**src/rtl/mem_access_unit.sv**
```systemverilog
// Load/store initiator for a word-addressed memory: byte/half/word accesses with
// sign/zero extension on loads and read-modify-write for sub-word stores.
module mem_access_unit #(
    parameter int WIDTH = 32,
    parameter int DEPTH = 16
) (
    input  logic               clk,
    input  logic               rst,
    input  logic               req_valid,
    output logic               req_ready,
    input  logic               req_we,
    input  logic [1:0]         req_size,
    input  logic               req_unsigned,
    input  logic [DEPTH+1:0]   req_addr,
    input  logic [WIDTH-1:0]   req_wdata,
    output logic               resp_valid,
    input  logic               resp_ready,
    output logic [WIDTH-1:0]   resp_rdata,
    output logic               resp_err,
    output logic               MemRead,
    output logic               MemWrite,
    output logic [DEPTH-1:0]   Address,
    output logic [WIDTH-1:0]   WD,
    input  logic [WIDTH-1:0]   RD
);

    typedef enum logic [2:0] {
        S_IDLE   = 3'd0,
        S_RD     = 3'd1,
        S_WR     = 3'd2,
        S_RMW_RD = 3'd3,
        S_RMW_WR = 3'd4,
        S_RESP   = 3'd5
    } state_t;

    state_t             state_r;
    state_t             state_nxt_s;
    logic               accept_s;
    logic               bad_s;
    logic [1:0]         size_r;
    logic [1:0]         off_r;
    logic               uns_r;
    logic [15:0]        wdata_r;
    logic               req_ready_r;
    logic               resp_valid_r;
    logic [WIDTH-1:0]   resp_rdata_r;
    logic               resp_err_r;
    logic               mem_read_r;
    logic               mem_write_r;
    logic [DEPTH-1:0]   address_r;
    logic [WIDTH-1:0]   wd_r;

    function automatic logic req_bad(input logic [1:0] size, input logic [1:0] off);
        logic bad;
        case (size)
            2'b00:   bad = 1'b0;
            2'b01:   bad = off[0];
            2'b10:   bad = (off != 2'b00);
            default: bad = 1'b1;
        endcase
        return bad;
    endfunction

    function automatic logic [WIDTH-1:0] load_extend(input logic [WIDTH-1:0] word,
                                                     input logic [1:0] size,
                                                     input logic [1:0] off,
                                                     input logic uns);
        logic [7:0]       b;
        logic [15:0]      h;
        logic [WIDTH-1:0] r;
        case (off)
            2'b00:   b = word[7:0];
            2'b01:   b = word[15:8];
            2'b10:   b = word[23:16];
            default: b = word[31:24];
        endcase
        h = off[1] ? word[31:16] : word[15:0];
        case (size)
            2'b00:   r = {{(WIDTH-8){~uns & b[7]}}, b};
            2'b01:   r = {{(WIDTH-16){~uns & h[15]}}, h};
            default: r = word;
        endcase
        return r;
    endfunction

    // Replace only the addressed lane(s) of the word read back from memory.
    function automatic logic [WIDTH-1:0] store_merge(input logic [WIDTH-1:0] old,
                                                     input logic [15:0] data,
                                                     input logic [1:0] size,
                                                     input logic [1:0] off);
        logic [WIDTH-1:0] r;
        r = old;
        if (size == 2'b00) begin
            case (off)
                2'b00:   r[7:0]   = data[7:0];
                2'b01:   r[15:8]  = data[7:0];
                2'b10:   r[23:16] = data[7:0];
                default: r[31:24] = data[7:0];
            endcase
        end else if (off[1]) begin
            r[31:16] = data;
        end else begin
            r[15:0] = data;
        end
        return r;
    endfunction

    assign accept_s = (state_r == S_IDLE) && req_valid;
    assign bad_s    = req_bad(req_size, req_addr[1:0]);

    // State register.
    always_ff @(posedge clk) begin
        if (rst) begin
            state_r <= S_IDLE;
        end else begin
            state_r <= state_nxt_s;
        end
    end

    // Next-state decode.
    always_comb begin
        state_nxt_s = state_r;
        case (state_r)
            S_IDLE: begin
                if (req_valid) begin
                    if (bad_s) begin
                        state_nxt_s = S_RESP;
                    end else if (!req_we) begin
                        state_nxt_s = S_RD;
                    end else if (req_size == 2'b10) begin
                        state_nxt_s = S_WR;
                    end else begin
                        state_nxt_s = S_RMW_RD;
                    end
                end else begin
                    state_nxt_s = S_IDLE;
                end
            end
            S_RD:     state_nxt_s = S_RESP;
            S_WR:     state_nxt_s = S_RESP;
            S_RMW_RD: state_nxt_s = S_RMW_WR;
            S_RMW_WR: state_nxt_s = S_RESP;
            S_RESP: begin
                if (resp_ready) begin
                    state_nxt_s = S_IDLE;
                end else begin
                    state_nxt_s = S_RESP;
                end
            end
            default:  state_nxt_s = S_IDLE;
        endcase
    end

    // Request latches, memory-side outputs and response registers; strobes are
    // decoded from the next state so they line up with the state they belong to.
    always_ff @(posedge clk) begin
        if (rst) begin
            size_r       <= 2'b00;
            off_r        <= 2'b00;
            uns_r        <= 1'b0;
            wdata_r      <= 16'h0000;
            req_ready_r  <= 1'b1;
            resp_valid_r <= 1'b0;
            resp_rdata_r <= {WIDTH{1'b0}};
            resp_err_r   <= 1'b0;
            mem_read_r   <= 1'b0;
            mem_write_r  <= 1'b0;
            address_r    <= {DEPTH{1'b0}};
            wd_r         <= {WIDTH{1'b0}};
        end else begin
            req_ready_r  <= (state_nxt_s == S_IDLE);
            resp_valid_r <= (state_nxt_s == S_RESP);
            mem_read_r   <= (state_nxt_s == S_RD) || (state_nxt_s == S_RMW_RD);
            mem_write_r  <= (state_nxt_s == S_WR) || (state_nxt_s == S_RMW_WR);
            case (state_r)
                S_IDLE: begin
                    if (accept_s) begin
                        size_r     <= req_size;
                        off_r      <= req_addr[1:0];
                        uns_r      <= req_unsigned;
                        wdata_r    <= req_wdata[15:0];
                        resp_err_r <= bad_s;
                        resp_rdata_r <= {WIDTH{1'b0}};
                        if (!bad_s) begin
                            address_r <= req_addr[DEPTH+1:2];
                        end
                        if (!bad_s && req_we && (req_size == 2'b10)) begin
                            wd_r <= req_wdata;
                        end
                    end
                end
                S_RD: begin
                    resp_rdata_r <= load_extend(RD, size_r, off_r, uns_r);
                    resp_err_r   <= 1'b0;
                end
                S_RMW_RD: begin
                    wd_r <= store_merge(RD, wdata_r, size_r, off_r);
                end
                S_RESP: begin
                    if (resp_ready) begin
                        resp_rdata_r <= {WIDTH{1'b0}};
                        resp_err_r   <= 1'b0;
                    end
                end
                default: begin
                    resp_err_r <= resp_err_r;
                end
            endcase
        end
    end

    assign req_ready  = req_ready_r;
    assign resp_valid = resp_valid_r;
    assign resp_rdata = resp_rdata_r;
    assign resp_err   = resp_err_r;
    assign MemRead    = mem_read_r;
    assign MemWrite   = mem_write_r;
    assign Address    = address_r;
    assign WD         = wd_r;

endmodule

```
**config.mk**
```make
export PLATFORM = sky130hd
export DESIGN_NAME = mem_access_unit
export DESIGN_NICKNAME = d
export VERILOG_FILES = /design/src/rtl/mem_access_unit.sv
export SDC_FILE = /design/constraint.sdc
export NUM_CORES = 1
export LEC_CHECK = 0
export BUFFER_PORTS_ARGS = -buffer_cell sky130_fd_sc_hd__buf_2
export CAP_MARGIN = 15
export CORE_ASPECT_RATIO = 0.6
export CORE_MARGIN = 4
export CORE_UTILIZATION = 40
export DETAILED_ROUTE_END_ITERATION = 7
export GPL_ROUTABILITY_DRIVEN = 0
export PLACE_DENSITY = 0.66
export SYNTH_ARGS = -nofsm -noshare
export SYNTH_HDL_FRONTEND = slang
export SYNTH_SLANG_ARGS = --single-unit
```
**constraint.sdc**
```tcl
create_clock -name clk -period 3 [get_ports clk]
set_input_delay 0.3 -clock clk [delete_from_list [all_inputs] [get_ports clk]]
set_output_delay 0.3 -clock clk [all_outputs]
set_load 0.02 [all_outputs]
```
* Word level (Yosys, flattened, before mapping)
Index checks and enable logic that the tools add are counted.
** Operators by class
- Bitwise operators :: 4
- Reduce and logical (&&, ||, !) cells :: 20
- Mux-type cells :: 28
- Eq/ne operators :: 18
** Operator list (number)
- $mux 32 :: 5
- $pmux 32 s2 :: 2
- $pmux 32 s3 :: 1
- $mux 16 :: 3
- $mux 8 :: 6
- $pmux 8 s3 :: 1
- $eq 3x2->1 const B :: 4
- $eq 3x3->1 const B :: 4
- $pmux 3 s4 :: 1
- $mux 3 :: 3
- $reduce_and 3->1 :: 3
- $eq 2x1->1 const B :: 3
- $eq 3x1->1 const B :: 2
- $logic_not 2->1 :: 3
- $logic_not 3->1 :: 2
- $pmux 1 s3 :: 2
- $reduce_or 3->1 :: 2
- $eq 2x2->1 const B :: 2
- $ne 2x2->1 const B :: 2
- $reduce_bool 2->1 :: 2
- $logic_and 1x1->1 :: 3
- $mux 1 :: 3
- $reduce_bool 3->1 :: 1
- $and 1x1->1 :: 2
- other kinds (6) :: 8
** Word-level totals
- Logic and storage cells :: 83
- Input bits :: 90
- Bits in registers :: 109
- Output and inout port bits :: 85

* Longest topological paths before layout
Gate-level depths: netlist (run 1).
- Depth in word-level cells :: 8
- Depth in mapped cells :: 7

* Least setup slack after synthesis (run 1)
Ideal clock, no wire load.
- Kind :: register to register
- From :: register off_r[1]
- To :: register resp_rdata_r[22] (netlist: resp_rdata[22])
- Path buffers :: 2
- Stages on the path, launching flop included :: 7
- Setup slack :: 1309 ps
- Clock period less this slack :: 1691 ps
- Arrival :: 1570 ps
- Cell sequence :: dfxtp_1 -> buf_4 -> mux2_2 -> mux2i_1 -> nor4b_4 -> buf_6 -> a221o_1
** On the way
- Cells in the longest elaborated chain, start to end :: 7
- Elaborated cells between the ends (all ways) :: 11
** Ends and longest elaborated chain
- start, declared :: RTL line 41 : logic [1:0] off_r;
- start signal, assigned :: RTL line 179 : off_r <= req_addr[1:0];
- $eq 2x2->1, or another cell as far along :: RTL line 71 : case (off)
- $pmux 8 s3 :: RTL line 71
- $mux 8 :: RTL line 175 : case (state_r)
- $mux 8 :: RTL line 157 : if (rst) begin
- $and 1x1->1 :: RTL line 79 : 2'b00: r = {{(WIDTH-8){~uns & b[7]}}, b};
- $pmux 32 s2 * :: RTL line 78 : case (size)
- $pmux 32 s3 * :: RTL line 175
- end signal, assigned :: RTL line 164 : resp_rdata_r <= {WIDTH{1'b0}};
- end signal, assigned :: RTL line 183 : resp_rdata_r <= {WIDTH{1'b0}};
- end signal, assigned :: RTL line 193 : resp_rdata_r <= load_extend(RD, size_r, off_r, uns_r);
- end, declared :: RTL line 46 : logic [WIDTH-1:0] resp_rdata_r;
Mark *: on every way between the ends. The rest lies on a longest branch, timed or not. The select of a mux whose other input is x is not followed.
A chain may end at the register's enable or synchronous reset.

* Worst setup path after layout (run 1)
- From :: register state_r[1]
- To :: register wd_r[24] (netlist: WD[24])
** On the way
- Cells in the longest elaborated chain, start to end :: 4
- Elaborated cells between the ends (all ways) :: 8
** Ends and longest elaborated chain
- start, declared :: RTL line 36 : state_t state_r;
- start signal, assigned :: RTL line 116 : state_r <= state_nxt_s;
- $logic_not 3->1 :: RTL line 108, 175
- $logic_and 1x1->1 :: RTL line 108 : assign accept_s = (state_r == S_IDLE) && req_valid;
- $ne 2x2->1 (no line)
- $reduce_and 3->1 (no line)
- end signal, assigned :: RTL line 169 : wd_r <= {WIDTH{1'b0}};
- end signal, assigned :: RTL line 188 : wd_r <= req_wdata;
- end signal, assigned :: RTL line 197 : wd_r <= store_merge(RD, wdata_r, size_r, off_r);
- end, declared :: RTL line 51 : logic [WIDTH-1:0] wd_r;
Several ways; a longest one is shown, not always the timed one.

==> reports/metrics.yaml, run 1 <==
run_status:
  run_status: "finished, final reports clean"
cts:
  cts_buffers: 9
  tritoncts: "yes"
  cts_sinks: 109
  clkLatencyLatePin_ns: 0.35
  ctsHoldBuffers: 0
  h-tree-depth: 3
  cts-resized-gates: 0
  clockBufferDepth: 2
  cts_setup_buffers: 0
  path_clk_slew_ns: 0.07
  root_buffer: "clkbuf_16"
worst_setup_path:
  cp_top_family: "simple AND/OR/NAND/NOR gates"
  critical-path-slowest-cell: "and3b_1"
  worst-path-buf-inv: 0
  critPathKind: "flip-flop to flip-flop"
  arrival_ns: 2.29
  critPathRequiredTime_ns: 3.19
  startpoint_type: "flip-flop"
  path_cells: "and3b_1 -> nand2_1 -> o32ai_1 -> nor4_1"
  worst_setup_path_end_kind: "flip-flop"
  cp_max_fo: 19
  cp_slowest_stage_delay_ns: 0.65
yosys:
  netlist.area_leader.share_pct: 41.7
  yosysTopAreaCell: "dfxtp_1"
  syn_avg_cell_area_um2: 8.80
  yosysWarningCount: 0
  syn_inst: 594
  synth_compound_area_share_pct: 26.2
  synth_fp_nets: 684
  synth_area_leaders: "dfxtp_1 42%, o21ai_0 4.7%, a21oi_1 4.6%"
  ys_ff_latch: 109
  synth_simple_gate_area_share_pct: 20.7
  synth_top_family_by_area: "compound AO/OA/AOI/OAI gates"
  synthXorXnorAreaFrac_pct: 0
  synth_fa_ha_area_share_pct: 0
  synth_area_um2: 5230
  ys_types: 49
  async_reset_ff_share_pct: 0
  synthMuxAreaShare_pct: 5.07
  synth_flop_cell: "dfxtp_1"
  synth-edff-count: 0
  yosysSeqAreaShare_pct: 41.7
timing:
  hold_viol: 0
  finalCritPeriodShare_pct: 69.8
  finalHoldWorstSlack_ns: 0.204
  period_needed_ns: 2.09
  fin_tns_setup_ns: 0
  clock_skew_ns: 0.00844
  rsz0062_at_grt: "no"
  slew_violations: 0
  slew-limit-headroom_pct: 43.8
  max_slew.worst_pin.slew_ns: 0.843
  setup_viol: 0
  fmax_ghz: 0.478
floorplanning:
  coreArea_um2: 12800
  dieArea_um2: 15000
  top_level_ports: 175
  die_x_um: 156
  num_rows: 32
  fp.dieH_um: 96.6
  start_util_pct: 40.8
min_path:
  hp-class: "input port to flip-flop"
final_layout:
  final_common_cell: "buf_2"
  fin_nets: 831
  layout_common_cells: "174 x buf_2, 108 x dfxtp_1, 60 x nand2_1"
  antenna_cells: 0
  area_growth_pct: 24.4
  drive_above_1_share_pct: 29.8
detailed_routing:
  wl_met2_um: 7500
  via_per_inst: 5.80
  finalWirelength_um: 18100
  met1_length_um: 8520
  first_iter_violations: 455
  vias: 5313
  final_antenna_net_count: 0
  dr.pass1.iters: 7
  drc: 0
  post_drt_wl_per_cell_um: 19.7
  top_layer: "met5"
  wl_met3_um: 1860
grt:
  antenna_found_initial: 2
  grt_pass1_vias: 4961
  grt_use_total_pct: 23.2
  overflow: 0
  grt_pass1_wl_um: 27100
  grt_max_degree: 95
placement:
  dpl.hpwl_um: 13700
  numPortBuffers: 174
run:
  max_cap_viol_count: 0
pwr:
  powerDensity_nw_per_um2: 576
  p_total_mw: 3.74
  leakagePower_nw: 2.91
  ir_worst_vdd_mv: 0.282
[worst min-delay path: stages]
cell	delay [ns]
buf_2	0.11
nand2_1	0.05
a21oi_1	0.05
[worst paths after layout]
| path | from | endpoint | slack (ns) | depth (start not counted) |
|---|---|---|---|---|
| setup / recovery | state_r[1]$_SDFF_PP0_ | WD[24]$_SDFFE_PP0P_ | 0.91 | 4 |
| hold / removal | req_wdata[13] | wdata_r[13]$_SDFFE_PP0P_ | 0.20 | 3 |
| setup reg to reg | state_r[1]$_SDFF_PP0_ | WD[24]$_SDFFE_PP0P_ | 0.91 | 4 |
| hold reg to reg | resp_err$_SDFFE_PP0P_ | resp_err$_SDFFE_PP0P_ | 0.46 | 2 |
[Yosys cell counts, types with 6 or more instances]
| master | count |
|---|---|
| a211oi_1 | 11 |
| nor2b_1 | 11 |
| nor3_1 | 15 |
| clkbuf_1 | 35 |
| o21a_1 | 10 |
| o22ai_1 | 18 |
| dfxtp_1 | 109 |
| nand2_1 | 60 |
| and3_1 | 10 |
| nand2b_1 | 26 |
| nor2_1 | 15 |
| o32ai_1 | 8 |
| o21ai_0 | 49 |
| nand4b_1 | 16 |
| a22oi_1 | 15 |
| a32o_1 | 6 |
| inv_1 | 8 |
| buf_2 | 11 |
| nor4_1 | 10 |
| a21oi_1 | 48 |
| mux2i_1 | 22 |
| nor3b_1 | 9 |
| a21boi_0 | 8 |
| a221o_1 | 23 |
[kinds of logic after synthesis]
family	count (synthesis)
AOI/OAI and AO/OA	206
DFF	109
muxes	25
and+or+nand+nor	186
buffers and inverters	68
[per-layer routing]
layer  GRT usage, %  vias up
li1               -     2496
met1           34.0     2526
met2           33.1      265
met3           7.39       22
met4           5.03        4
met5              0        -
[state kept, by name (all words and copies together) (netlist names)]
register / count
resp_err: 1
state_r: 3
WD: 32
MemRead: 1
resp_rdata: 32
wdata_r: 16
Address: 16
MemWrite: 1
size_r: 2
off_r: 2
req_ready: 1
uns_r: 1
resp_valid: 1
[report_power, final]
part	internal, mW	switching, mW	leakage [nW]
combinational	0.301	0.505	1.86
clock	0.776	0.530	0.163
sequential	1.55	0.0812	0.887
total	2.63	1.12	2.91
[stage by stage]
| stage | util [%] | instances | worst slack, ns | cell area (µm²) |
|---|---|---|---|---|
| after floorplan | - | 594 | 1.31 | 5230 |
| after global placement | 48.2 | 899 | 0.731 | 6170 |
| after detailed placement | 48.2 | 899 | 0.530 | 6170 |
| after CTS | 50.7 | 915 | 0.525 | 6500 |
| after global routing | 50.8 | 916 | 0.751 | 6500 |
| final | 50.8 | 916 | 0.907 | 6500 |
[layout make-up]
class / instances / area (µm²)
clock inverter: 4 / 70.1
tap: 170 / 213
multi-input combinational: 417 / 2720
inverter: 9 / 33.8
clock buffer: 12 / 256
sequential: 109 / 2180
fill: 1233 / 6310
timing repair buffer: 195 / 1030
Power figures use the tool's default switching activity.
==> run 2: changes to the inputs <==
PLACE_DENSITY = 0.68   (was 0.66)
clock period = 1.71 ns   (was 3 ns; I/O delays follow)
==> reports/metrics.yaml, run 2 (same netlist as run 1, synthesis figures left out) <==
run_status:
  run_status: "finished, final reports clean"
run:
  max_cap_viol_count: 0  # unchanged
timing:
  fmax_ghz: 0.598  # +25%
  slew-limit-headroom_pct: 67.9  # +24 points
  max_slew.worst_pin.slew_ns: 0.481  # -0.362 ns
  hold_viol: 0  # unchanged
  period_needed_ns: 1.67  # -0.421 ns
  setup_viol: 0  # unchanged
  finalCritPeriodShare_pct: 97.8  # +28 points
  rsz0062_at_grt: "yes"
  slew_violations: 0  # unchanged
  clock_skew_ns: 0.00758  # -0.000863 ns
  setup_slack_ns: 0.0378  # -0.869 ns
  finalHoldWorstSlack_ns: 0.0536  # -0.150 ns
cts:
  ctsHoldBuffers: 0  # unchanged
  cts_sinks: 109  # unchanged
  clockBufferDepth: 2  # unchanged
  root_buffer: "clkbuf_16"
  clkLatencyLatePin_ns: 0.35  # about the same
  h-tree-depth: 3  # unchanged
  cts_buffers: 9  # unchanged
  path_clk_slew_ns: 0.08  # about the same
  tritoncts: "yes"
grt:
  grt_max_degree: 96  # +1.1%
  grtUsageMet1_pct: 33.4  # -0.52 points
  grt.met3_usage_pct: 6.45  # -0.93 points
  overflow: 0  # unchanged
  grt-busiest-layer: "met2"
  grt_pass1_vias: 5018  # +1.1%
  grt_use_total_pct: 22.9  # -0.27 points
  grt_pass1_wl_um: 27100  # about the same
  antenna_found_initial: 1  # -1
  use_met2_pct: 33.6  # +0.43 points
detailed_routing:
  post_drt_wl_per_cell_um: 19.3  # -2.3%
  finalWirelength_um: 18200  # +0.58%
  via_per_inst: 5.76  # -0.67%
  final_antenna_net_count: 0  # unchanged
  first_iter_violations: 607  # +33%
  dr.pass1.iters: 6  # -1
  drc: 0  # unchanged
  vias: 5433  # +2.3%
placement:
  post-place-ws_ns: -0.0925  # -0.623 ns
  numPortBuffers: 174  # unchanged
  place_area_um2: 6420  # +4.1%
  dpl.hpwl_um: 13800  # +0.63%
min_path:
  whs_path_depth: 3  # unchanged
  hp-class: "input port to flip-flop"
  worstHoldStart: "req_unsigned"
  holdPathEnd: "uns_r$_SDFFE_PP0P_"
pwr:
  ir_worst_vdd_mv: 0.587  # +110%
  seqPwrFrac_pct: 43.9  # +0.3 points
  intPower_mw: 4.39  # +67%
  combinationalPowerShare_pct: 23.8  # +2.3 points
  leakagePower_nw: 3.08  # +5.9%
  powerDensity_nw_per_um2: 947  # +64%
  p_switching_mw: 2.14  # +92%
  p_clk_share_pct: 32.3  # -2.5 points
  p_sw_share_pct: 32.7  # +2.9 points
worst_setup_path:
  r2r_slack_ns: 0.04  # -0.87 ns
  worst_setup_path_end_kind: "flip-flop"
  r2r.worst_path.cells: 5  # +1
  cp_max_fo: 16  # -3
  worstReg2RegEnd: "resp_rdata[20]$_SDFFE_PP0P_"
  startpoint_type: "flip-flop"
  reg2reg_from: "off_r[1]$_SDFFE_PP0P_"
  critPathKind: "flip-flop to flip-flop"
  arrival_ns: 1.91  # -0.38 ns
  critPathRequiredTime_ns: 1.95  # -1.24 ns
final_layout:
  drive_above_1_share_pct: 35.2  # +5.4 points
  fin_nets: 858  # +3.2%
  antenna_cells: 0  # unchanged
  design_area_um2: 6900  # +6.1%
  fin_util_pct: 53.8  # +3.1 points
  seqCellArea_um2: 2190  # +0.40%
  fill_cells: 1216  # -1.4%
  final_common_cell: "buf_2"
  multi_input_area_um2: 2820  # +3.7%
  area_growth_pct: 31.9
  layout_common_cells: "174 x buf_2, 105 x dfxtp_1, 59 x nand2_1"
floorplanning:
  die_x_um: 156  # unchanged
  num_rows: 32  # unchanged
  top_level_ports: 175  # unchanged
  fp.dieH_um: 96.6  # unchanged
  coreArea_um2: 12800  # unchanged
  dieArea_um2: 15000  # unchanged
  start_util_pct: 40.8  # unchanged
-- run 2: cell count changes in the layout (fill, tap and decap cells not counted), sizes merged --
cell and change:
inv +5, clkbuf -1, bufinv -2, buf +25
-- run 2: power by group through the flow --
stage	registers [mW]	logic [mW]	clock network [mW]
after floorplan	3.03	0.755	0
after global placement	2.91	1.43	0
after detailed placement	2.92	1.45	0
after CTS	2.87	1.48	2.15
after global routing	2.89	1.68	2.25
final	2.87	1.55	2.11
-- run 2: timing repair --
action / in CTS / in global routing
resized for setup: 6 / 26
pin swaps: 2 / 6
gates cloned: 0 / 1
endpoints found under the setup margin: 30 / 47
hold endpoints to repair: 0 / 0
buffers inserted: 3 / 2
-- run 2: through the flow --
step                TNS [ns]  power [mW]  std cells
detailed placement    -0.381        4.38        921
CTS                        0        6.50        940
global placement     -0.0172        4.34        921
floorplan                  0        3.79        594
finish                     0        6.53        943
global route          -0.207        6.82        943
-- run 2: routing by layer --
layer,part of all wire (%),vias up
met1,47,2575
met3,10,27
met2,42,286
li1,-,2543
met4,1.3,2
met5,0.072,-
-- run 2: worst max-delay path: stages, from the launching register on --
cell     delay, ns
dfxtp_2       0.44
mux2_2        0.40
mux2i_2       0.22
nor4b_4       0.08
buf_12        0.15
a221o_1       0.26
-- run 2: final cells by class --
class                   instances  share of cell area (%)
multi-input cells             417                    40.9
flip-flops and latches        109                    31.8
repair buffers                222                    19.4
clock buffers                   9                    3.26
well taps                     170                    3.08
clock inverters                 7                    1.07
inverters                       9                   0.490
-- run 2: worst max-delay path by stage --
stage / start / endpoint / slack, ns / cells after the start
after floorplan: off_r[1]$_SDFFE_PP0P_ / resp_rdata[22]$_SDFFE_PP0P_ / 0.02 / 6
after global placement: state_r[1]$_SDFF_PP0_ / WD[30]$_SDFFE_PP0P_ / -0.009 / 5
after detailed placement: state_r[2]$_SDFF_PP0_ / WD[29]$_SDFFE_PP0P_ / -0.09 / 5
after CTS: off_r[1]$_SDFFE_PP0P_ / resp_rdata[20]$_SDFFE_PP0P_ / 0.005 / 5
after global routing: off_r[0]$_SDFFE_PP0P_ / WD[18]$_SDFFE_PP0P_ / -0.04 / 5
final: off_r[1]$_SDFFE_PP0P_ / resp_rdata[20]$_SDFFE_PP0P_ / 0.04 / 5
